**src/rtl/fp_from_int.sv**
```systemverilog
// Integer to IEEE-754 binary32 converter: per-op signed/unsigned, round-to-nearest-even, inexact flag.
// Latency is `latency` cycles at one op per cycle; no stall or backpressure, the token rides in lockstep with the data.
module fp_from_int #(
    parameter int tokenWidth = 1,
    parameter int intWidth   = 32,
    parameter int latency    = 6
) (
    input  logic                  clock,
    input  logic                  reset,
    input  logic [tokenWidth-1:0] in_0,
    input  logic [intWidth-1:0]   in_1,
    input  logic                  in_2,
    output logic [tokenWidth-1:0] out_0,
    output logic [31:0]           out_1,
    output logic                  out_2
);

    localparam int W   = intWidth;
    localparam int EW  = (W < 26) ? 26 : W;
    localparam int DLY = latency - 2;
    localparam logic [W-1:0] ONE_W = {{(W-1){1'b0}}, 1'b1};

    if (intWidth < 2 || intWidth > 64) begin : g_bad_int_width
        $error("fp_from_int: intWidth must be in 2..64");
    end
    if (latency < 3 || latency > 16) begin : g_bad_latency
        $error("fp_from_int: latency must be in 3..16");
    end

    // Stage 1: sign / magnitude
    logic                  s1_sign_d, s1_sign_q;
    logic [W-1:0]          s1_mag_d,  s1_mag_q;
    logic [tokenWidth-1:0] s1_tok_q;

    always_comb begin
        s1_sign_d = in_2 & in_1[W-1];
        s1_mag_d  = s1_sign_d ? (~in_1 + ONE_W) : in_1;
    end

    // Stage 2: normalise
    logic [6:0]            msb_idx;
    logic [6:0]            s2_shamt;
    logic [W-1:0]          s2_norm_d, s2_norm_q;
    logic [7:0]            s2_exp_d,  s2_exp_q;
    logic                  s2_sign_q;
    logic [tokenWidth-1:0] s2_tok_q;

    always_comb begin
        msb_idx = '0;
        for (int i = 0; i < W; i++) begin
            if (s1_mag_q[i]) msb_idx = 7'(i);
        end
        s2_shamt  = 7'(W - 1) - msb_idx;
        s2_norm_d = s1_mag_q << s2_shamt;
        s2_exp_d  = 8'd127 + {1'b0, msb_idx};
    end

    // Stage 3: round / pack; the normalised MSB doubles as the non-zero flag
    logic [EW-1:0] ext;
    logic          hidden, lsb, guard, sticky, round_up, carry;
    logic [22:0]   frac_raw, frac;
    logic [7:0]    exp_fin;
    logic [31:0]   res_d;
    logic          inx_d;

    always_comb begin
        ext      = EW'(s2_norm_q) << (EW - W);
        hidden   = ext[EW-1];
        frac_raw = ext[EW-2 -: 23];
        lsb      = ext[EW-24];
        guard    = ext[EW-25];
        sticky   = |ext[EW-26:0];
        round_up = guard & (sticky | lsb);
        carry    = round_up & (&frac_raw);
        frac     = carry ? 23'd0 : (frac_raw + {22'd0, round_up});
        exp_fin  = s2_exp_q + {7'd0, carry};
        res_d    = hidden ? {s2_sign_q, exp_fin, frac} : 32'd0;
        inx_d    = guard | sticky;
    end

    logic [tokenWidth-1:0] dly_tok_q [DLY];
    logic [31:0]           dly_res_q [DLY];
    logic                  dly_inx_q [DLY];

    always_ff @(posedge clock or posedge reset) begin
        if (reset) begin
            s1_tok_q  <= '0;
            s1_sign_q <= 1'b0;
            s1_mag_q  <= '0;
            s2_tok_q  <= '0;
            s2_sign_q <= 1'b0;
            s2_norm_q <= '0;
            s2_exp_q  <= '0;
            for (int k = 0; k < DLY; k++) begin
                dly_tok_q[k] <= '0;
                dly_res_q[k] <= '0;
                dly_inx_q[k] <= 1'b0;
            end
        end else begin
            s1_tok_q     <= in_0;
            s1_sign_q    <= s1_sign_d;
            s1_mag_q     <= s1_mag_d;
            s2_tok_q     <= s1_tok_q;
            s2_sign_q    <= s1_sign_q;
            s2_norm_q    <= s2_norm_d;
            s2_exp_q     <= s2_exp_d;
            dly_tok_q[0] <= s2_tok_q;
            dly_res_q[0] <= res_d;
            dly_inx_q[0] <= inx_d;
            for (int k = 1; k < DLY; k++) begin
                dly_tok_q[k] <= dly_tok_q[k-1];
                dly_res_q[k] <= dly_res_q[k-1];
                dly_inx_q[k] <= dly_inx_q[k-1];
            end
        end
    end

    assign out_0 = dly_tok_q[DLY-1];
    assign out_1 = dly_res_q[DLY-1];
    assign out_2 = dly_inx_q[DLY-1];

endmodule
```
**config.mk**
```make
export PLATFORM = sky130hd
export DESIGN_NAME = fp_from_int
export DESIGN_NICKNAME = d
export VERILOG_FILES = /design/src/rtl/fp_from_int.sv
export SDC_FILE = /design/constraint.sdc
export NUM_CORES = 1
export LEC_CHECK = 0
export ABC_AREA = 0
export BUFFER_PORTS_ARGS = -buffer_cell sky130_fd_sc_hd__buf_2
export CORE_AREA = 2 2 126 128
export CTS_BUF_LIST = sky130_fd_sc_hd__clkbuf_8
export DETAILED_ROUTE_END_ITERATION = 16
export DIE_AREA = 0 0 128 130
export GPL_TIMING_DRIVEN = 0
export PLACE_DENSITY = 0.83
export RECOVER_POWER = 50
export SETUP_SLACK_MARGIN = 0.15
export SLEW_MARGIN = 30
export SYNTH_ARGS = -nofsm -noshare
export SYNTH_HDL_FRONTEND = slang
export SYNTH_SLANG_ARGS = --single-unit
```
**constraint.sdc**
```tcl
create_clock -name clock -period 8.8 [get_ports clock]
set_input_delay 0.44 -clock clock [delete_from_list [all_inputs] [get_ports clock]]
set_output_delay 0.44 -clock clock [all_outputs]
set_load 0.02 [all_outputs]
```
* Word-level counts from Yosys, hierarchy flattened
Index checks and enable logic that the tools add are counted.
Storage, ports and cells: bits in registers 212, output and inout bits 34, logic and storage cells 67, bits of input ports 36
Cells by class: add/sub/neg operators 5, mux-type cells 34, shifts and indexed selects 1, bitwise logic cells 6, reductions and logical operators 2
Operator list (number):
- 7-bit 2-to-1 mux | 29
- 32-bit 2-to-1 mux | 2
- 32-bit by 1-bit adder with 32-bit output, second input constant | 1
- 32-bit inverter | 1
- 32-bit by 7-bit << shifter with 32-bit output | 1
- 23-bit by 1-bit adder with 23-bit output | 1
- 23-bit 2-to-1 mux | 1
- 23-bit AND reduction | 1
- 7-bit by 7-bit adder with 8-bit output, first input constant | 1
- 8-bit by 1-bit adder with 8-bit output | 1
- 7-bit OR reduction | 1
- 5-bit by 7-bit subtractor with 7-bit output, first input constant | 1
- 1-bit AND | 3
- 2-bit 2-to-1 mux | 1
- 1-bit OR | 2
- 1-bit 2-to-1 mux | 1

* Longest topological paths before layout
Gate-level depths: netlist of run 1.
word-level depth 33, mapped depth 12, mapped depth without buffers 11

* Least setup slack after synthesis of run 1
Ideal clock, no wire load.
path type reg2reg, start point reg s1_mag_q[7], end point reg s2_norm_q[18] (netlist: ext[18]), setup slack 6.231 ns, data required time 8.664 ns, data arrival time 2.433 ns, clock period less this slack 2.569 ns, buffers on the path 1, cell stages (with the launch flop) 10, setup time 0.136 ns, path through dfrtp_1 or4_1 a211oi_2 o21a_2 buf_12 mux2i_1 mux2i_1 mux2_2 a221oi_2 a21oi_1
Between the ends: longest elaborated chain between the ends 27
Ends and longest elaborated chain:
- start, declared | line 32 | logic [W-1:0] s1_mag_d, s1_mag_q;
- start signal, assigned | line 102 | s1_mag_q <= s1_mag_d;
- 7-bit 2-to-1 mux (25 in series) | line 51 | if (s1_mag_q[i]) msb_idx = 7'(i);
- 5-bit by 7-bit subtractor with 7-bit output | line 53 | s2_shamt = 7'(W - 1) - msb_idx;
- 32-bit by 7-bit << shifter with 32-bit output (*) | line 54 | s2_norm_d = s1_mag_q << s2_shamt;
- net s2_norm_d[18] | line 43 | logic [W-1:0] s2_norm_d, s2_norm_q;
- end signal, assigned | line 105 | s2_norm_q <= s2_norm_d;
- end, declared | line 43
Mark *: on every way through the listed nets, which the timed path passes. The rest lies on a longest branch.

* Worst setup path after layout of run 1
start point reg s1_mag_q[20], end point reg s2_norm_q[29] (netlist: ext[29])
Between the ends: longest elaborated chain between the ends 14
Ends and longest elaborated chain (line):
- 7-bit 2-to-1 mux (12 in series) | 51
- 5-bit by 7-bit subtractor with 7-bit output | 53
- 32-bit by 7-bit << shifter with 32-bit output (*) | 54
- net s2_norm_d[29] | 43
Marks and branches as above.

==> run metrics, run 1 <==
dpl ws=just under 6000 ps; hold_sp=in_1[0]; slew margin rel.=a little over 10%; Crit path required time=slightly above 9000 ps; layout cells sized above 1=about 21%; power per cell area=246 nW/um^2; WS Path Type=reg2reg; Nets=approximately 900; CTS H-tree lvls=1; Buf/Inv on CP=1; 1st-iter DRT viols=approximately 270; crit path launch type=flop; Final period util=a little over a third; Yosys top cell by area=dfrtp_1; largest family of logic cells by synthesized area=simple AND/OR/NAND/NOR gates; Die Y=approximately 130 microns; Post-Synth XOR/XNOR Area=roughly 5.4%; cell row count=46; Max IR drop VDD=roughly 0.14 mV; synthesis-to-finish area growth=14.2%; setup violators final=0; min-delay worst type=in2reg; CTS root buf=clkbuf_8; TritonCTS Buffers=31; beginning of the worst register-to-register path=s1_mag_q[20]; Die Wd=128 microns; core area=between 15000 and 20000 sq um; CTS max path bufs=3; drt wl/cell=about 16 microns; Synth top area share=a little under 60%; DRC viols=0; crit path launch=s1_mag_q[20]; Yosys cell types=between 60 and 70; Top Family by Delay on Critical Path=simple AND/OR/NAND/NOR gates; Yosys warning total=0; io pins=70; diode count=0; status=complete, no violations; depth of the most critical reg-to-reg path=8; Post-Synth Adder-Cell Area=less than 1%; most common flop cell mapped by yosys=dfrtp_1; Max-Cap Viols=0; first-pass GRT wire length=approximately 28000 microns; Mean Syn Cell Area=~12 sq um; clock sink count=~210; top cells by area, synth=dfrtp_1, mux2i_1, xnor2_1; Final min period=3120 ps; PnR worst setup slack=5680 ps; critical path's largest stage delay=570 ps; Cells after Synth=around 750; Post-CTS Setup Bufs=0; DRT Pass-1 Iters=7; most frequent cells in the layout=dfrtp_1, buf_2, nor2_1, mux2i_1, nand2_1; CTS clk-pin slew, worst paths=around 60 ps; Final Hold Vio Count=0; worst skew pair latency=560 ps; number of synthesized register bits=212; Detailed Place HPWL=12700 microns; syn_nets=about 800; RSZ-0062 raised after global routing=no; Worst R2R Setup Slack=approximately 5700 ps; Critical Path AT=3510 ps; Critical Path Fanout Max=10; vias=5820; setup_tns=0 ps; post-synthesis mux area share=9.65%; Setup crit end kind=flop; WP depth=8; initial antenna violation count=0; Initial Util=between 50% and 60%; routability cong.=roughly 0.95; post_cts resized=0; crit-path cells=nor4_1 > nand2_1 > a21oi_1 > nand2b_1 > buf_2 > a211oi_1 > o21ai_0 > o2111ai_1; final wirelength=around 17000 microns; fin. max-slew vios=0; gr ovfl total=0; vias in the first global route=roughly 5700; CTS tree=done; worst slew pin tran=around 1300 ps; Port Buffers=69; die footprint=~17000 sq um; hold path cells=1; Seq/Total Area, Yosys=a little under 60%; Post-synth ARST share=between 90% and 100%; synthesized area=approximately 9000 sq um; GRT Total Usage=about a fifth; final setup skew=28.7 ps; vias per inst=approximately 5.4; critical path's slowest cell=nor4_1; Synth Area in Compound Gates=under 10%; commonest non-fill, non-tap cell in the layout=dfrtp_1; top achievable clock speed=about 0.32 GHz; largest net degree at the start of global routing=101; Final ANT Viol Nets=0; Post-Synth Simple-Gate Area=11.9%; number of synthesized flops with an enable pin=0; Leak=between 0.004 and 0.005 uW
worst paths after layout:
| path | endpoint |
|---|---|
| worst max-delay path | ext[29] |
| worst min-delay path | s1_mag_q[0] |
| worst max register to register | ext[29] |
| worst min register to register | dly_res_q[86] |
| max in group asynchronous | s1_mag_q[29] |
| min in group asynchronous | dly_res_q[55] |
cell families (layout without fill, tap and decap cells):
group           Yosys count  count (layout)
compound gates          109             109
mux                      83              83
simple gates            216             216
flops                   212             212
fa+ha+maj                 6               6
buf+inv                  73             201
xor+xnor                 55              55
sequential cells by signal, summed over array words and instances (netlist names):
signal and flops:
dly_inx_q 3, dly_res_q 96, dly_tok_q 3, ext 32, out_0 1, out_1 32, out_2 1, s1_mag_q 32
s1_sign_q 1, s1_tok_q 1, s2_exp_q 8, s2_sign_q 1, s2_tok_q 1
final cells by class:
cell class	count	area, sq um
repair buffers	73	414
well taps	192	240
inverters	19	72.6
flip-flops and latches	212	5310
clock buffers	37	509
plain buffers	54	379
fillers	1165	5150
clock inverters	18	106
multi-input cells	469	3250
power by group:
group / leakage, uW / internal (uW) / switching (uW)
Sequential: 0.00243 / 1180 / 94.5
Combinational: 0.00185 / 226 / 286
Clock: 0.000366 / 410 / 331
Total: 0.00465 / 1820 / 712
cells in the mapped netlist, types with 3 or more instances:
| cell | n |
|---|---|
| o221ai_1 | 3 |
| mux2i_1 | 67 |
| and2_1 | 15 |
| inv_1 | 18 |
| a21oi_1 | 25 |
| or4_1 | 5 |
| nor4_2 | 3 |
| o21ai_1 | 4 |
| nand3_1 | 21 |
| nand2b_1 | 8 |
| mux2_2 | 13 |
| a221oi_1 | 4 |
| or3_1 | 9 |
| o211ai_1 | 4 |
| dfrtp_1 | 212 |
| xor2_1 | 24 |
| nand2_1 | 47 |
| a31oi_1 | 3 |
| o31ai_1 | 7 |
| a211oi_1 | 4 |
| buf_4 | 35 |
| o21ai_0 | 19 |
| clkbuf_1 | 8 |
| ha_1 | 6 |
| buf_2 | 5 |
| nor4_1 | 7 |
| a22oi_1 | 11 |
| and3_1 | 6 |
| o21a_1 | 3 |
| xnor2_1 | 31 |
| nand4_1 | 6 |
| nor3_1 | 12 |
| nor2_1 | 67 |
| buf_6 | 3 |
metrics by stage:
stage / cell area (sq um) / utilization [%] / std cells / total power [uW] / hold WS, ps
2_1_floorplan: 9000 / - / 754 / 1650 / 331
3_3_place_gp: 9580 / 62.1 / 1015 / 1780 / 331
3_5_place_dp: 9650 / 62.6 / 1017 / 1800 / 335
4_1_cts: 10300 / 66.7 / 1074 / 2550 / 6.98
5_1_grt: 10300 / 66.6 / 1074 / 2670 / 30.3
6_report: 10300 / 66.6 / 1074 / 2530 / 56.1
repair_timing:
item,4_1_cts,5_1_grt
hold endpoints to repair,27,0
hold buffers,2,0
setup endpoints to repair,0,0
metal layers:
| layer | up-vias | part of all wire [%] | track usage [%] |
|---|---|---|---|
| li1 | 2810 | - | - |
| met1 | 2795 | 40 | 24.0 |
| met2 | 172 | 52 | 38.9 |
| met3 | 43 | 4.0 | 3.36 |
| met4 | 0 | 3.9 | 9.83 |
| met5 | - | 0 | 0 |
No activity file was read; power rests on OpenSTA's default activity.
==> run 2, diff against run 1 <==
--- a/config.mk
+++ b/config.mk
@@ -5,14 +5,14 @@
 export SDC_FILE = /design/constraint.sdc
 export NUM_CORES = 1
 export LEC_CHECK = 0
-export ABC_AREA = 0
+export ABC_AREA = 1
 export BUFFER_PORTS_ARGS = -buffer_cell sky130_fd_sc_hd__buf_2
-export CORE_AREA = 2 2 126 128
+export CORE_AREA = 2 2 128 130
 export CTS_BUF_LIST = sky130_fd_sc_hd__clkbuf_8
 export DETAILED_ROUTE_END_ITERATION = 16
-export DIE_AREA = 0 0 128 130
+export DIE_AREA = 0 0 130 132
 export GPL_TIMING_DRIVEN = 0
-export PLACE_DENSITY = 0.83
+export PLACE_DENSITY = 0.82
 export RECOVER_POWER = 50
 export SETUP_SLACK_MARGIN = 0.15
 export SLEW_MARGIN = 30
==> constraint.sdc (replaced) <==
create_clock -name clock -period 3.15 [get_ports clock]
set_input_delay 0.1575 -clock clock [delete_from_list [all_inputs] [get_ports clock]]
set_output_delay 0.1575 -clock clock [all_outputs]
set_load 0.02 [all_outputs]
==> run metrics, run 2 <==
PnR worst setup slack=between 200 and 250 ps; critical path's largest stage delay=slightly below 400 ps; Die Wd=roughly 130 microns; worst slew pin tran=between 1500 and 2000 ps; Top Family by Delay on Critical Path=simple AND/OR/NAND/NOR gates; top cells by area, synth=dfrtp_1, nand3_1, nand2_1; 1st-iter DRT viols=between 400 and 500; DRC viols=0; Post-synth ARST share=100%; Detailed Place HPWL=16000 microns; Final min period=approximately 3000 ps; core area=roughly 16000 sq um; Final period util=roughly 93%; worst skew pair latency=~540 ps; crit path launch=s1_mag_q[2]; Critical Path AT=~3400 ps; dpl ws=-252 ps; Max IR drop VDD=roughly 0.4 mV; Seq pwr share=around 48%; Design Area, Final=between 10000 and 15000 sq um; routability cong.=0.945; CTS root buf=clkbuf_8; Yosys warning total=0; Crit path required time=~3600 ps; list of most frequent post-synthesis cells=dfrtp_1, nand2_1, nand3_1; crit path launch type=flop; Yosys cell types=38; max reg flops=96; Max-Cap Viols=4; Worst R2R Setup Slack=a little over 200 ps; CTS clk-pin slew, worst paths=approximately 60 ps; final setup skew=approximately 7.1 ps; internal cell power=about 5200 uW; CP dominant cell by count=nand2_1; largest net degree at the start of global routing=35; Worst setup endpoint=ext[22]; Critical Path Fanout Max=10; vias in the first global route=7515; Buf/Inv on CP=2; fillcell total=around 1200; post-synthesis mux area share=0%; setup violators final=0; Mean Syn Cell Area=roughly 9.1 sq um; Post-Synth XOR/XNOR Area=3.68%; fin. max-slew vios=128; TritonCTS Buffers=30; R2R Path End=ext[22]; Non-Filler Instances=around 1400; switch share=around a third; synthesis-to-finish area growth=23.0%; dpl cell area=10000 sq um; Post-Synth Adder-Cell Area=0.808%; Synth Area in Compound Gates=between 2 and 3%; depth of the most critical reg-to-reg path=37; GRT Total Usage=approximately 27%; DRT Pass-1 Iters=5; WS Path Type=reg2reg; final hold slack=~250 ps; number of synthesized register bits=~210; largest family of logic cells by synthesized area=simple AND/OR/NAND/NOR gates; CTS H-tree lvls=1; Final Hold Vio Count=0; RSZ-0062 raised after global routing=yes; drt wl/cell=approximately 16 microns; most frequent cell after synthesis=dfrtp_1; vias=7578; slew margin rel.=-9.49%; Placed Cells=1317; diode count=0; top achievable clock speed=~0.34 GHz; register area=approximately 5300 sq um; critical path's slowest cell=dfrtp_1; gr ovfl total=0; synthesized area=about 9300 sq um; Leak=about 0.0056 uW; vias per inst=~5.4; Final ANT Viol Nets=0; multi-input combinational cell area=between 3000 and 4000 sq um; commonest non-fill, non-tap cell in the layout=dfrtp_1; most frequent cells in the layout=dfrtp_1, nand2_1, nand3_1; Net Switching=~2400 uW; initial antenna violation count=0; Setup crit end kind=flop; WP depth=37; Cells after Synth=a little over 1000; Logic pwr share=about 26%; final wirelength=approximately 23000 microns; Die Y=roughly 130 microns; failing checks=max-capacitance violations, max-slew violations; CTS tree=done; Port Buffers=69; min-delay worst type=in2reg; layout cells sized above 1=approximately 22%; Biggest register=dly_res_q; Initial Util=between 50% and 60%; power per cell area=~670 nW/um^2; clock sink count=212; clock power share=a little over a quarter; Nets=about 1200; CTS max path bufs=3; syn_nets=1068; Post-Synth Simple-Gate Area=27.1%; die footprint=roughly 17000 sq um; beginning of the worst register-to-register path=s1_mag_q[2]; number of synthesized flops with an enable pin=0; Seq/Total Area, Yosys=between 50% and 60%; cell row count=46; Synth top area share=approximately 57%; io pins=70; Yosys top cell by area=dfrtp_1; status=finished with violations; first-pass GRT wire length=36400 microns; most common flop cell mapped by yosys=dfrtp_1
-- run 2: changes by cell type in the layout (fill, tap and decap cells not counted), moves of 11 or more --
cell / previous run / this run
nand3_1: 21 / 146
xnor2_1: 31 / 17
and2_1: 15 / 0
mux2_2: 13 / 0
a22oi_1: 11 / 0
inv_1: 29 / 103
mux2i_1: 67 / 0
dlygate4sd3_1: 2 / 40
nand2_1: 47 / 198
nand2_2: 0 / 15
nand3_2: 0 / 56
-- run 2: layout make-up --
class	instances	share of cell area, %
timing repair buffer	122	7.46
sequential	212	46.5
inverter	99	3.28
clock inverter	11	0.384
tap	216	2.37
multi-input combinational	647	31.4
clock buffer	39	4.70
buffer	68	3.93
-- run 2: per-stage QoR --
stage | total power [uW] | TNS [ps] | utilization [%]
after floorplan | 4930 | 0 | -
after global placement | 5390 | -138010 | 63.0
after detailed placement | 5500 | -3840 | 63.8
after CTS | 7580 | 0 | 70.4
after global routing | 8120 | -3660 | 72.7
final | 7650 | 0 | 72.7
-- run 2: how the worst min path moves through the flow --
stage | depth (start not counted) | slack (ps) | endpoint | start
final | 2 | 250 | s1_tok_q | in_0
after global routing | 2 | 270 | s1_tok_q | in_0
after CTS | 2 | 230 | s1_tok_q | in_0
after detailed placement | 2 | 260 | dly_res_q[55] | reset
after global placement | 1 | 260 | s1_tok_q | in_0
after floorplan | 0 | 190 | s1_mag_q[0] | in_1[0]
-- run 2: worst reg2reg max path: cells and delay by family, from the launching register on --
kind | cells | cell delay (ps)
simple gates | 35 | 2220
flops | 1 | 390
buf+inv | 2 | 210
-- run 2: power by group through the flow --
stage          combinational, uW  clock [uW]  sequential [uW]
4_1_cts                     1840        2070             3670
5_1_grt                     2190        2190             3740
2_1_floorplan               1320           0             3610
3_5_place_dp                1770           0             3720
6_report                    1970        2020             3660
3_3_place_gp                1720           0             3670
-- run 2: cell families after synthesis --
logic type	after synthesis
simple gates	557
fa+ha+maj	6
xor+xnor	39
compound gates	45
flops	212
buf+inv	167
-- run 2: metal layers --
metal  vias to the layer above  wire length [microns]  track usage (%)
met4                         0                   1020             11.9
met5                         -                      0                0
met3                        65                   1040             3.49
met2                       277                  11700             46.6
met1                      3625                   9090             33.7
li1                       3611                      -                -
-- run 2: timing repair --
action	in CTS	in global routing
pin swaps	0	7
resized for setup	12	84
setup buffers	3	4
endpoints found under the hold margin	54	0
setup endpoints to repair	37	71
hold buffers	40	0
==> run 3, diff against run 2 <==
--- a/config.mk
+++ b/config.mk
@@ -12,7 +12,7 @@
 export DETAILED_ROUTE_END_ITERATION = 16
 export DIE_AREA = 0 0 130 132
 export GPL_TIMING_DRIVEN = 0
-export PLACE_DENSITY = 0.82
+export PLACE_DENSITY = 0.89
 export RECOVER_POWER = 50
 export SETUP_SLACK_MARGIN = 0.15
 export SLEW_MARGIN = 30
==> run metrics, run 3 (synthesized netlist as in run 2, its figures left out) <==
status=finished with violations; failing checks=max-capacitance violations, max-slew violations; CTS root buf=clkbuf_8; crit path launch=s1_mag_q[2]; RSZ-0062 raised after global routing=yes; Non-Filler Instances=~1400; Final period util=a little over nine tenths; Setup crit end kind=flop; DRC viols=0; vias in the first global route=between 7000 and 8000; first-pass GRT wire length=approximately 36000 microns; core area=about 16000 sq um; Biggest register=dly_res_q; max reg flops=96; CTS clk-pin slew, worst paths=approximately 60 ps; Final Hold Vio Count=0; WS Path Type=reg2reg; Overall Power=approximately 7700 uW; Crit path required time=3560 ps; Critical Path Fanout Max=10; CP dominant cell by count=nand2_1; io pins=70; dpl cell area=between 10000 and 15000 sq um; most frequent cells in the layout=dfrtp_1, nand2_1, nand3_1; TritonCTS Buffers=30; vias=7670; GRT Total Usage=between 20% and 30%; vias per inst=approximately 5.4; final wirelength=23300 microns; slew margin rel.=-10.7%; Critical Path AT=3390 ps; drt wl/cell=about 16 microns; setup violators final=0; 1st-iter DRT viols=between 500 and 600; DRT Pass-1 Iters=5; Placed Cells=between 1000 and 1500; synthesis-to-finish area growth=26.3%; layout cells sized above 1=25.0%; Detailed Place HPWL=15100 microns; die footprint=17200 sq um; min-delay worst type=in2async; Die Y=roughly 130 microns; Max IR drop VDD=0.327 mV; routability cong.=0.977; power per cell area=about 660 nW/um^2; largest net degree at the start of global routing=35; Die Wd=130 microns; CTS H-tree lvls=1; top achievable clock speed=~0.34 GHz; Max-Cap Viols=1; worst slew pin tran=approximately 1700 ps; Final min period=2980 ps; CTS max path bufs=3; fin. max-slew vios=29; worst skew pair latency=560 ps; critical path's slowest cell=dfrtp_1; cell row count=46; Leak=~0.0057 uW; Design Area, Final=11700 sq um; beginning of the worst register-to-register path=s1_mag_q[2]; critical path's largest stage delay=between 300 and 400 ps; Nets=1229; Port Buffers=between 60 and 70; final setup skew=29.8 ps; Final ANT Viol Nets=0; fillcell total=~1100; diode count=0; CTS tree=done; commonest non-fill, non-tap cell in the layout=dfrtp_1; setup_tns=0 ps; gr ovfl total=0; Initial Util=59.1%; clock sink count=around 210; final hold slack=150 ps; crit path launch type=flop; initial antenna violation count=0
run 3: cell types whose count changed in the layout (fill, tap and decap cells not counted), sizes merged:
cell and delta:
buf +1, inv +5, bufinv +1, clkbuf -2, dlygate4sd3 +3
run 3: power by group:
group | switching (uW) | internal [uW]
Sequential | 281 | 3370
Combinational | 1280 | 829
Clock | 923 | 1060
run 3: area by class of cell:
class,count,area (sq um),share of cell area (%)
tap,216,270,2.30
inverter,99,378,3.22
timing repair buffer,129,925,7.88
buffer,68,448,3.82
clock inverter,17,97.6,0.832
sequential,212,5310,45.2
clock buffer,34,468,3.99
multi-input combinational,647,3840,32.7
run 3: critical path, delay by kind of cell, from the launching register on:
family / cells / cell delay [ps]
AND/OR/NAND/NOR: 35 / 2230
buffers and inverters: 2 / 230
flip-flops: 1 / 390
run 3: layer usage:
layer  share of wire [%]  track usage (%)
met3                 5.4             3.61
met4                 4.8             13.8
met1                  38             33.1
met5                   0                0
met2                  51             44.9
run 3: per-stage QoR:
| stage | setup slack [ps] | util (%) |
|---|---|---|
| global route | -158 | 74.7 |
| finish | 173 | 74.7 |
| floorplan | 236 | - |
| detailed placement | -278 | 64.0 |
| CTS | 151 | 70.6 |
| global placement | -584 | 63.0 |
run 3: path summary, 6_finish.rpt:
path,endpoint,slack (ps),depth (start not counted)
max,ext[31],170,37
min,dly_res_q[97],150,3
max reg2reg,ext[31],170,37
min reg2reg,dly_res_q[41],330,0
max in group asynchronous,dly_res_q[69],880,5
min in group clock,s1_tok_q,260,2
run 3: repair_timing:
| action | in CTS | in global routing |
|---|---|---|
| pin swaps | 0 | 22 |
| endpoints found under the setup margin | 37 | 49 |
| cloned | 0 | 2 |
| endpoints found under the hold margin | 90 | 0 |
| hold buffers | 43 | 0 |
| resized for setup | 9 | 145 |
| setup buffers | 2 | 6 |
